==> src/rtl/cpu_pkg.sv <==
// Shared definitions for the multi-cycle MIPS core's memory port arbiter.
package cpu_pkg;

    // Arbiter transaction phases.
    typedef enum logic [1:0] {
        IDLE   = 2'd0,
        ACCESS = 2'd1,
        ACK    = 2'd2
    } arb_state_e;

    // Identity of the requester that owns (or last owned) the memory port.
    typedef enum logic {
        GRANT_FETCH = 1'b0,
        GRANT_DATA  = 1'b1
    } grant_e;

    // Cycles from address valid to read data valid at the memory port.
    localparam int DEFAULT_MEM_LATENCY = 2;

endpackage : cpu_pkg

==> src/rtl/mem_port_arbiter.sv <==
// Shares one synchronous memory port between instruction fetch and load/store.
// One transaction at a time: IDLE (arbitrate) -> ACCESS (wait latency) -> ACK.
module mem_port_arbiter
    import cpu_pkg::*;
#(
    parameter int MEM_LATENCY = DEFAULT_MEM_LATENCY,
    parameter int ADDR_WIDTH  = 32,
    parameter int DATA_WIDTH  = 32
) (
    input  logic                  CLOCK_50,
    input  logic                  resetIn,

    input  logic                  fetchRequest,
    input  logic [ADDR_WIDTH-1:0] fetchAddress,
    output logic                  fetchAcknowledge,
    output logic [DATA_WIDTH-1:0] fetchData,

    input  logic                  dataRequest,
    input  logic                  dataWrite,
    input  logic [ADDR_WIDTH-1:0] dataAddress,
    input  logic [DATA_WIDTH-1:0] dataWriteData,
    output logic                  dataAcknowledge,
    output logic [DATA_WIDTH-1:0] dataReadData,

    output logic [ADDR_WIDTH-1:0] memAddress,
    output logic [DATA_WIDTH-1:0] memWriteData,
    output logic                  memWriteEnable,
    input  logic [DATA_WIDTH-1:0] memReadData
);

    // Latency counter only ever counts 0 .. MEM_LATENCY-1, so it never wraps.
    localparam int              CNT_W    = (MEM_LATENCY > 1) ? $clog2(MEM_LATENCY) : 1;
    localparam logic [CNT_W-1:0] CNT_LAST = CNT_W'(MEM_LATENCY - 1);

    arb_state_e            state_q, state_d;
    grant_e                grant_q, grant_d;
    grant_e                last_grant_q, last_grant_d;
    logic [CNT_W-1:0]      cnt_q, cnt_d;
    logic                  write_q, write_d;
    logic [ADDR_WIDTH-1:0] mem_addr_q, mem_addr_d;
    logic [DATA_WIDTH-1:0] mem_wdata_q, mem_wdata_d;
    logic [DATA_WIDTH-1:0] fetch_data_q, fetch_data_d;
    logic [DATA_WIDTH-1:0] data_rdata_q, data_rdata_d;

    // Fetch wins when it is alone, or on a tie when data owned the last grant.
    logic pick_fetch;
    assign pick_fetch = fetchRequest && (!dataRequest || (last_grant_q == GRANT_DATA));

    // Next-state and datapath update for arbitration, latency wait and acknowledge.
    always_comb begin
        // NOTE: every variable gets its hold value first so no path can infer a latch.
        state_d      = state_q;
        grant_d      = grant_q;
        last_grant_d = last_grant_q;
        cnt_d        = cnt_q;
        write_d      = write_q;
        mem_addr_d   = mem_addr_q;
        mem_wdata_d  = mem_wdata_q;
        fetch_data_d = fetch_data_q;
        data_rdata_d = data_rdata_q;

        unique case (state_q)
            IDLE: begin
                if (fetchRequest || dataRequest) begin
                    state_d = ACCESS;
                    cnt_d   = '0;
                    if (pick_fetch) begin
                        grant_d    = GRANT_FETCH;
                        mem_addr_d = fetchAddress;
                        write_d    = 1'b0;
                    end else begin
                        grant_d     = GRANT_DATA;
                        mem_addr_d  = dataAddress;
                        mem_wdata_d = dataWriteData;
                        write_d     = dataWrite;
                    end
                end
            end

            ACCESS: begin
                if (cnt_q == CNT_LAST) begin
                    state_d = ACK;
                    cnt_d   = '0;
                    if (grant_q == GRANT_FETCH) begin
                        fetch_data_d = memReadData;
                    end else if (!write_q) begin
                        // Stores leave the last loaded word untouched.
                        data_rdata_d = memReadData;
                    end
                end else begin
                    cnt_d = cnt_q + CNT_W'(1);
                end
            end

            ACK: begin
                last_grant_d = grant_q;
                state_d      = IDLE;
            end

            default: state_d = IDLE;
        endcase
    end

    // State register with synchronous reset; a reset mid-transaction simply abandons it.
    always_ff @(posedge CLOCK_50) begin
        if (resetIn) begin
            state_q      <= IDLE;
            grant_q      <= GRANT_FETCH;
            last_grant_q <= GRANT_DATA;
            cnt_q        <= '0;
            write_q      <= 1'b0;
            mem_addr_q   <= '0;
            mem_wdata_q  <= '0;
            fetch_data_q <= '0;
            data_rdata_q <= '0;
        end else begin
            // NOTE: non-blocking assignments so every register samples pre-edge values.
            state_q      <= state_d;
            grant_q      <= grant_d;
            last_grant_q <= last_grant_d;
            cnt_q        <= cnt_d;
            write_q      <= write_d;
            mem_addr_q   <= mem_addr_d;
            mem_wdata_q  <= mem_wdata_d;
            fetch_data_q <= fetch_data_d;
            data_rdata_q <= data_rdata_d;
        end
    end

    // Outputs are registers or decodes of registered state only.
    assign memAddress       = mem_addr_q;
    assign memWriteData     = mem_wdata_q;
    assign memWriteEnable   = (state_q == ACCESS) && write_q && (cnt_q == '0);
    assign fetchAcknowledge = (state_q == ACK) && (grant_q == GRANT_FETCH);
    assign dataAcknowledge  = (state_q == ACK) && (grant_q == GRANT_DATA);
    assign fetchData        = fetch_data_q;
    assign dataReadData     = data_rdata_q;

endmodule : mem_port_arbiter

==> config.mk <==
export PLATFORM = sky130hd
export DESIGN_NAME = mem_port_arbiter
export DESIGN_NICKNAME = d
export VERILOG_FILES = /design/src/rtl/cpu_pkg.sv /design/src/rtl/mem_port_arbiter.sv
export SDC_FILE = /design/constraint.sdc
export NUM_CORES = 1
export LEC_CHECK = 0
export BUFFER_PORTS_ARGS = -buffer_cell sky130_fd_sc_hd__buf_4
export CORE_AREA = 4 4 123 125
export DETAILED_ROUTE_END_ITERATION = 8
export DIE_AREA = 0 0 127 129
export PLACE_DENSITY = 0.83
export SLEW_MARGIN = 15
export SYNTH_ARGS = -nofsm -noshare
export SYNTH_HDL_FRONTEND = slang
export SYNTH_SLANG_ARGS = --single-unit
export TNS_END_PERCENT = 30
==> constraint.sdc <==
create_clock -name CLOCK_50 -period 1.3 [get_ports CLOCK_50]
set_clock_uncertainty 0.05 [all_clocks]
set_input_delay 0.065 -clock CLOCK_50 [delete_from_list [all_inputs] [get_ports CLOCK_50]]
set_output_delay 0.065 -clock CLOCK_50 [all_outputs]
set_load 0.05 [all_outputs]
==> out/metrics.cfg <==
[setup_path]
timing.critical_path.to = dataAcknowledge
crit_path_start_kind = flip-flop
worst_r2r_endpoint = memWriteData[4]
reg2reg_setup_slack_ns = -0.25
critPathKind = reg2out
r2r_start = state_q[0]
crit_fanout = 4
crit_start = state_q[0]
endpoint_kind = output pin
cp_data_arrival_time_ns = 1.45
r2r_cells = 7
worst_ep_required_time_ns = 1.19

[finish]
area.growth.synth_to_final_pct = 84.6
non_filler_cells_final = 1250
layout-drive-gt1-share = 0.424
final_common_cell = sky130_fd_sc_hd__buf_4
final_cell_mix = sky130_fd_sc_hd__buf_4 (283), sky130_fd_sc_hd__dfxtp_1 (129), sky130_fd_sc_hd__dlygate4sd3_1 (129), sky130_fd_sc_hd__nand2b_1 (97), sky130_fd_sc_hd__nand2_1 (61)
finalNetCount = 1189

[global_routing]
grt.total_usage = 0.288
grt.busiest_layer = met2
grt_remaining_overflow = 0
grt_util_met2 = 0.500
grt_start_max_net_pins = 38
global_route.usage.met1 = 0.328
met3_usage = 0.0830
grt_first_pass_wirelength_mm = 37.6
antenna_found_initial = 1
first_global_vias = 7122

[synthesis]
synth_sequential_area_ratio = 0.454
syn-instance-count = 649
postSynthNetCount = 782
netlist-cell-type-count = 30
syn_avg_cell_area_sq_um = 9.11
ys_seq_elements = 134
post_synth_instance_area_sq_um = 5910
ys_warn_count = 0

[timing]
slew_violations = 0
layout_setup_ws_ns = -0.262
final_hold_viol_count = 0
rsz0062_at_grt = true
final.period_utilization = 1.20
timing_worst_slew_pin_value_ns = 0.390
fmaxAchievable_mhz = 640
worst_slew_margin_rel = 0.740
final_period_minus_worst_setup_slack_ns = 1.56
report.final.setup_viol = 133

[detailed_routing]
via_per_inst = 5.46
route.detailed.wl_per_inst_microns = 20.0
route.final.wire_length_mm = 25.0
ant_nets = 0
firstDrtPassIters = 4
via_count_of_the_routed_design = 6823
drc_markers = 0
dr.first_iter.drc_count = 353

[place]
dp_worst_setup_slack_ns = -0.147
dpl.hpwl_mm = 12.7
routabilityCongestion = 0.835
place.port_buffers = 263
placed_cells = 1060

[clocking]
clk_path_buf_depth = 2
clk-insertion-delay-late_ns = 0.42
tritoncts = yes
cts_made_buffers = 17
numClockSinks = 134
clockRootBuffer = sky130_fd_sc_hd__clkbuf_16
cts-htree-levels = 4
cts.reportedPaths.clkPinSlew_ns = 0.06

[hold_path]
min_path_type = in2reg

[floorplanning]
initial_utilization = 0.426
die_y_microns = 129
ioPinCount = 264
rows = 43
floorplan.die.width_microns = 127
floorplan.die_area_sq_um = 16400
core_area_sq_um = 13900

[run]
cap_viol_max_count = 0

[pwr]
powerDensity_nw_per_um2 = 1160
ir_drop_mv = 0.815
power_leakage_nw = 4.72

[outcome]
status = complete, but fails checks
violations = setup timing

## cell usage after synthesis, drive strengths merged
master / n / area share
and2: 2 / 0.0025
nor3: 1 / 0.00085
o21ai: 65 / 0.055
o21ba: 1 / 0.0017
nand2: 67 / 0.043
nand2b: 100 / 0.11
o32ai: 1 / 0.0028
buf: 21 / 0.024
a21oi: 67 / 0.057
and2b: 2 / 0.0025
nand4b: 32 / 0.047
nand3: 32 / 0.027
nand4bb: 1 / 0.0019
or2: 1 / 0.0011
a211oi: 1 / 0.0021
mux2i: 32 / 0.054
nor2: 5 / 0.0036
a211o: 1 / 0.0015
inv: 3 / 0.0019
nand4: 1 / 0.0011
nor4bb: 1 / 0.0017
a311oi: 32 / 0.078
clkbuf: 46 / 0.030
dfxtp: 134 / 0.45
## worst min path at each step
stage	slack (ns)	end	cells after the start	start
4_1_cts	0.01	memAddress[31]	4	dataAddress[31]
5_1_grt	0.001	memAddress[31]	4	dataAddress[31]
6_report	0.01	memAddress[31]	4	dataAddress[31]
3_5_place_dp	0.28	memWriteData[15]	3	dataWriteData[15]
2_1_floorplan	0.15	fetchData[0]	2	memReadData[0]
3_3_place_gp	0.26	memWriteData[20]	3	dataWriteData[20]
## report_power, final
group | switching [mW] | internal, mW | leakage [nW] | total (mW)
combinational | 1.73 | 1.44 | 3.34 | 3.17
sequential | 0.142 | 4.32 | 1.09 | 4.46
clock | 1.90 | 3.10 | 0.295 | 5.00
total | 3.76 | 8.86 | 4.72 | 12.6
## flip-flops by register name, summed over array words and instances (netlist names)
| name | count |
|---|---|
| cnt_q | 1 |
| grant_q | 1 |
| fetchData | 32 |
| memAddress | 32 |
| memWriteData | 32 |
| write_q | 1 |
| state_q | 2 |
| dataReadData | 32 |
| last_grant_q | 1 |
## layout make-up
class	count	area [sq um]
tap	180	225
clock buffer	19	453
sequential	134	2690
clock inverter	13	155
timing repair buffer	455	4210
inverter	3	11.3
fill	771	2970
antenna	1	2.50
multi-input combinational	445	3160
## routing by layer
layer / vias up / share of wire / wire, microns
li1: 3106 / - / -
met1: 3267 / 0.37 / 9310
met2: 389 / 0.51 / 12800
met3: 61 / 0.087 / 2170
met4: 0 / 0.031 / 771
met5: - / 0 / 0
## what timing repair did
action	CTS	global route
buffers inserted	16	6
setup endpoints to repair	103	136
gates cloned	5	4
hold buffers	129	0
pin swaps	8	41
hold endpoints to repair	129	0
gates resized for setup	56	75
## metrics by stage
stage	setup TNS [ns]	cell area, sq um	util	hold WS (ns)	power, mW
after floorplan	-4.36	5930	-	0.151	5.99
after CTS	-10.03	10600	0.762	0.0119	12.4
final	-14.61	10900	0.786	0.0120	12.6
after global routing	-20.74	10900	0.786	0.00131	13.0
after detailed placement	-5.71	8280	0.597	0.275	6.94
after global placement	-2.30	8280	0.597	0.264	6.92
## critical path: stages, from the launching register on
cell	delay, ns
sky130_fd_sc_hd__dfxtp_4	0.35
sky130_fd_sc_hd__buf_6	0.12
sky130_fd_sc_hd__buf_6	0.11
sky130_fd_sc_hd__nand2b_4	0.16
sky130_fd_sc_hd__nor2_4	0.13
sky130_fd_sc_hd__buf_8	0.17
## kinds of logic after synthesis
| kind of cell | after synthesis | synth area share |
|---|---|---|
| AND/OR/NAND/NOR | 245 | 0.238 |
| flip-flops | 134 | 0.454 |
| buffers and inverters | 70 | 0.0559 |
| multiplexers | 32 | 0.0542 |
| AO/OA/AOI/OAI | 168 | 0.198 |
Note: power is estimated with default switching activity, not from simulation.
